**config.mk**
```make
export PLATFORM = sky130hd
export DESIGN_NAME = pipe_reg_flat
export DESIGN_NICKNAME = d
export VERILOG_FILES = /design/src/rtl/pipe_reg_if.sv /design/src/rtl/pipe_reg.sv /design/src/flat_wrapper.sv
export SDC_FILE = /design/constraint.sdc
export NUM_CORES = 1
export LEC_CHECK = 0
export ABC_AREA = 1
export BUFFER_PORTS_ARGS = -buffer_cell sky130_fd_sc_hd__buf_2
export CAP_MARGIN = 15
export CORE_MARGIN = 3
export CORE_UTILIZATION = 40
export CTS_BUF_LIST = sky130_fd_sc_hd__clkbuf_2 sky130_fd_sc_hd__clkbuf_4 sky130_fd_sc_hd__clkbuf_8
export DETAILED_ROUTE_END_ITERATION = 10
export GPL_TIMING_DRIVEN = 0
export PLACE_DENSITY = 0.71
export SYNTH_ARGS = -nofsm -noshare
export SYNTH_HDL_FRONTEND = slang
export SYNTH_SLANG_ARGS = --single-unit
export TNS_END_PERCENT = 50
```
**constraint.sdc**
```tcl
create_clock -name clk -period 1.3 [get_ports clk]
set_clock_uncertainty 0.2 [all_clocks]
set_input_delay 0.065 -clock clk [delete_from_list [all_inputs] [get_ports clk]]
set_output_delay 0.065 -clock clk [all_outputs]
set_load 0.05 [all_outputs]
```
**src/rtl/pipe_reg_if.sv**
```systemverilog
`default_nettype none
// ============================================================================
// Module      : pipe_reg_if
// Description : Valid/ready handshake bundle for the upstream and downstream
//               sides of the elastic pipeline register.
// Revision    : 1.0 - initial release
// ============================================================================
interface pipe_reg_if #(
    parameter int WIDTH = 8
);
    logic             in_valid;
    logic             in_ready;
    logic [WIDTH-1:0] in_data;
    logic             out_valid;
    logic             out_ready;
    logic [WIDTH-1:0] out_data;

    modport master (
        output in_valid, in_data, out_ready,
        input  in_ready, out_valid, out_data
    );

    modport slave (
        input  in_valid, in_data, out_ready,
        output in_ready, out_valid, out_data
    );
endinterface
`default_nettype wire

```
**src/rtl/pipe_reg.sv**
```systemverilog
`default_nettype none
// ============================================================================
// Module      : pipe_reg
// Description : WIDTH-bit, DEPTH-stage elastic pipeline register with per-stage
//               valid, backpressure, bubble collapsing, flush and occupancy.
// Revision    : 1.0 - initial release
// ============================================================================
module pipe_reg #(
    parameter int               WIDTH   = 8,
    parameter int               DEPTH   = 2,
    parameter logic [WIDTH-1:0] RST_VAL = '0
) (
    input  wire logic                       clk,
    input  wire logic                       rst_n,
    input  wire logic                       clr,
    pipe_reg_if.slave                       bus,
    output logic [$clog2(DEPTH+1)-1:0]      count
);

    localparam int            CW  = $clog2(DEPTH + 1);
    localparam logic [CW-1:0] ONE = CW'(1);

    logic [DEPTH-1:0] v_q;
    logic [DEPTH-1:0] v_d;
    logic [WIDTH-1:0] data_q [DEPTH];
    logic [WIDTH-1:0] data_d [DEPTH];
    logic [CW-1:0]    count_q;
    logic [CW-1:0]    count_d;

    logic [DEPTH-1:0] rdy;
    logic [DEPTH-1:0] src_v;
    logic [WIDTH-1:0] src_d [DEPTH];
    logic             in_ready;
    logic             in_fire;
    logic             out_fire;

    // A stage is ready when any stage from it to the output is empty, or
    // the consumer is taking the last word (flattened form of the ready chain).
    for (genvar i = 0; i < DEPTH; i++) begin : g_rdy
        assign rdy[i] = bus.out_ready | ~(&v_q[DEPTH-1:i]);
    end

    for (genvar i = 0; i < DEPTH; i++) begin : g_src
        if (i == 0) begin : g_head
            assign src_v[i] = bus.in_valid;
            assign src_d[i] = bus.in_data;
        end else begin : g_body
            assign src_v[i] = v_q[i-1];
            assign src_d[i] = data_q[i-1];
        end
    end

    always_comb begin
        v_d    = v_q;
        data_d = data_q;
        for (int i = 0; i < DEPTH; i++) begin
            if (rdy[i]) begin
                v_d[i] = src_v[i];
                // A bubble moving in clears valid but keeps the old data.
                if (src_v[i]) begin
                    data_d[i] = src_d[i];
                end
            end
        end
    end

    assign in_ready      = rdy[0] & ~clr;
    assign in_fire       = bus.in_valid & in_ready;
    assign out_fire      = v_q[DEPTH-1] & bus.out_ready;
    assign bus.in_ready  = in_ready;
    assign bus.out_valid = v_q[DEPTH-1];
    assign bus.out_data  = data_q[DEPTH-1];
    assign count         = count_q;

    always_comb begin
        count_d = count_q;
        case ({in_fire, out_fire})
            2'b10:   count_d = count_q + ONE;
            2'b01:   count_d = count_q - ONE;
            default: count_d = count_q;
        endcase
    end

    always_ff @(posedge clk or negedge rst_n) begin
        if (!rst_n) begin
            v_q     <= '0;
            count_q <= '0;
            for (int i = 0; i < DEPTH; i++) begin
                data_q[i] <= RST_VAL;
            end
        end else if (clr) begin
            v_q     <= '0;
            count_q <= '0;
            for (int i = 0; i < DEPTH; i++) begin
                data_q[i] <= RST_VAL;
            end
        end else begin
            v_q     <= v_d;
            data_q  <= data_d;
            count_q <= count_d;
        end
    end

endmodule
`default_nettype wire

```
**src/flat_wrapper.sv**
```systemverilog
// flat-port wrapper written by rule: the top's interface ports become plain ports
module pipe_reg_flat 
#(
    parameter int               WIDTH   = 8,
    parameter int               DEPTH   = 2,
    parameter logic [WIDTH-1:0] RST_VAL = '0
)
  (clk, rst_n, clr, count, bus_in_valid, bus_in_data, bus_out_ready, bus_in_ready, bus_out_valid, bus_out_data);
  pipe_reg_if #(.WIDTH(WIDTH)) bus_i ();
  input  wire logic clk;
  input  wire logic rst_n;
  input  wire logic clr;
  output logic [$clog2(DEPTH+1)-1:0] count;
  input wire logic [$bits(bus_i.in_valid)-1:0] bus_in_valid;
  input wire logic [$bits(bus_i.in_data)-1:0] bus_in_data;
  input wire logic [$bits(bus_i.out_ready)-1:0] bus_out_ready;
  output wire logic [$bits(bus_i.in_ready)-1:0] bus_in_ready;
  output wire logic [$bits(bus_i.out_valid)-1:0] bus_out_valid;
  output wire logic [$bits(bus_i.out_data)-1:0] bus_out_data;
  assign bus_i.in_valid = bus_in_valid;
  assign bus_i.in_data = bus_in_data;
  assign bus_i.out_ready = bus_out_ready;
  assign bus_in_ready = bus_i.in_ready;
  assign bus_out_valid = bus_i.out_valid;
  assign bus_out_data = bus_i.out_data;
  pipe_reg #(.WIDTH(WIDTH), .DEPTH(DEPTH), .RST_VAL(RST_VAL)) u_core (.clk(clk), .rst_n(rst_n), .clr(clr), .bus(bus_i), .count(count));
endmodule
```
==> out/qor.txt <==
status - finished, violations left
failing checks - hold timing, setup timing
first-pass GRT wire length - 3601 um
DP Wirelength - 1390 um
die area - 2995 um^2
syn nets - 106
Final nets - 153
worst slew pin tran - 0.4557 ns
leading cell type in the layout, fill and taps excluded - buf_2
routed vias/inst - 5.078
most frequent cells in the layout - buf_2 (21), dfrtp_1 (18), inv_1 (12), dlygate4sd3_1 (12), nand3_1 (10)
Placer Congestion - 0.6763
Post-Synth XOR/XNOR Area - 0.009223
Worst EP arrival - 1.14 ns
Post-synth top flop - dfrtp_1
Post-synth EDFFs - 0
Switching Fraction - 0.3170
final hold vios - 2
FMAX - 712.3 MHz
Core Area - 2233 um^2
Worst slew margin - 0.6962
CP endpoint kind - output port
Adder-Cell Fraction of Synth Area - 0
Setup crit start kind - flop
vias in the first global route - 847
Iteration-0 DRC Markers - 11
final worst path period share - 1.080
FF-to-FF End - u_core.count[1]
asr flop ratio synth - 1.000
DRT Pass-1 Iters - 4
Hold Crit Class - in2reg
initial core utilization - 0.4252
# rows - 17
Die Ht - 54.73 um
grt ovf - 0
WHS Endpoint - u_core.v_q[0]
R2R Setup Slk - -0.05 ns
# IOs - 25
Final Slew Violations - 0
mux cell area share after synthesis - 0
antenna violations before repair - 0
clk_lat worst skew - 0.30 ns
post-DR wirelength/cell - 13.90 um
Seq/Total Area, Yosys - 0.5270
Finished Core Util - 0.6487
sw power - 0.4567 mW
Buf+Inv Stages, Crit Path - 1
worst vdd ir - 0.7441 mV
maximum buffer depth of the clock tree - 2
largest net degree at the start of global routing - 21
Mapped Area - 949.7 um^2
CTS tree - yes
via count - 848
worst r2r path cells - 4
CTS Root Cell - clkbuf_4
largest family of logic cells by synthesized area - simple AND/OR/NAND/NOR gates
Max FO, Critical Path - 6
layout cells sized above 1 - 0.4676
hold slack - -0.02097 ns
final critical-path required period - 1.404 ns
DRC Markers - 0
Comb pwr share - 0.269
Seq cells post-synth - 20
Crit path required time - 1.03 ns
Crit Path Class - reg2out
clock-pin slew on the worst setup and hold paths - 0.12 ns
H-tree levels - 1
Num CTS Buffers - 3
Sink Count - 20
clock power share - 0.252
Hold Path Origin - bus_out_ready
slowest library cell on the worst path - dfrtp_2
Mapped Avg Cell Area - 10.21 um^2
Unique masters post-synth - 18
number of max-cap violations - 0
Seq pwr share - 0.480
Synth Area in Compound Gates - 0.1528
YS warnings - 0
WL final - 2322 um
Tot GR Track Use - 0.1722
Pint - 0.9840 mW
Hold Path Stages - 4
Layout fillers - 184
slowest stage delay, CP - 0.48 ns
Pleak - 0.6822 nW
Die W - 54.73 um
Setup TNS Final - -0.3388 ns
remaining antenna violation count - 0
ANT cells - 0
pwr dens - 994.4 nW/um^2
Worst setup startpoint - u_core.v_q[1]
RSZ-0062 raised after global routing - yes
PnR worst setup slack - -0.1038 ns
Worst R2R Start - u_core.v_q[1]
Area Growth Syn to Fin - 52.57%
Syn Inst Count - 93
CP cell instances - a31oi_4, buf_6
CP top delay family - flip-flops
PortBufs - 24
Final setup viols - 11
Synth Area in Simple Gates - 0.2240
metal layers:
layer,up-vias,global-route usage,part of all wire
li1,409,-,-
met1,409,0.1935,0.40
met2,26,0.3268,0.54
met3,4,0.02725,0.048
met4,0,0.04979,0.010
met5,-,0,0
state kept, by name, indices dropped and copies added, names as in the netlist:
| name | cells |
|---|---|
| u_core.bus.out_data | 8 |
| u_core.count | 2 |
| u_core.data_q | 8 |
| u_core.v_q | 2 |
area by class of cell:
cell class                 count  area, um^2  share of cell area
sequential                    20       503.0              0.3471
multi-input combinational     57       451.7              0.3117
timing repair buffer          42       331.6              0.2288
inverter                      13       48.80             0.03368
buffer                         3       42.54             0.02936
clock buffer                   4       36.28             0.02504
tap                           28       35.03             0.02418
synth_stat cells (2+ instances only):
cell	instances	area, um^2
dfrtp_1	20	500.5
nand3_1	17	85.08
inv_1	12	45.04
nand2_1	9	33.78
o21ai_0	9	45.04
o21ai_2	8	70.07
buf_6	3	33.78
nand3_2	3	30.03
a21oi_1	2	10.01
a31oi_1	2	12.51
through the flow:
| stage | power (mW) | setup slack (ns) | cells | hold slack (ns) | area, um^2 |
|---|---|---|---|---|---|
| finish | 1.441 | -0.1038 | 167 | -0.02097 | 1449 |
| global route | 1.509 | -0.1532 | 167 | 0.001351 | 1449 |
| CTS | 1.426 | -0.1085 | 166 | -0.02558 | 1418 |
| detailed placement | 0.9984 | -0.05005 | 145 | -0.1648 | 1112 |
| global placement | 0.9885 | -0.02076 | 145 | -0.1703 | 1112 |
| floorplan | 0.9083 | -0.1308 | 93 | -0.4306 | 957.2 |
logic make-up (layout without fill, tap and decap cells):
kind of cell	count (synthesis)	in the layout
AOI/OAI and AO/OA	22	22
buffers and inverters	16	62
DFF	20	20
and+or+nand+nor	34	34
xor gates and xnor gates	1	1
worst reg2reg max path: cells and delay by family, from the launching register on:
family | cells | cell delay, ns
flops | 1 | 0.48
compound gates | 2 | 0.45
simple gates | 2 | 0.12
power groups by stage:
stage / Clock (mW) / Combinational [mW] / Sequential [mW]
final: 0.362 / 0.387 / 0.691
after global routing: 0.397 / 0.415 / 0.697
after CTS: 0.364 / 0.370 / 0.691
after detailed placement: 0 / 0.295 / 0.703
after global placement: 0 / 0.289 / 0.700
after floorplan: 0 / 0.135 / 0.773
worst max-delay path by stage:
stage,to,cells after the start
after detailed placement,u_core.data_q[8],6
after global routing,bus_in_ready,2
after floorplan,u_core.data_q[14],6
after CTS,bus_in_ready,2
final,bus_in_ready,2
after global placement,u_core.data_q[14],6
repair_timing:
action,in CTS,in global routing
gates cloned,1,0
pin swaps,1,2
endpoints found under the setup margin,20,21
hold endpoints to repair,32,0
resized for setup,21,8
hold buffers,12,0
buffers inserted,4,1
Note: power is estimated with default switching activity, not from simulation.
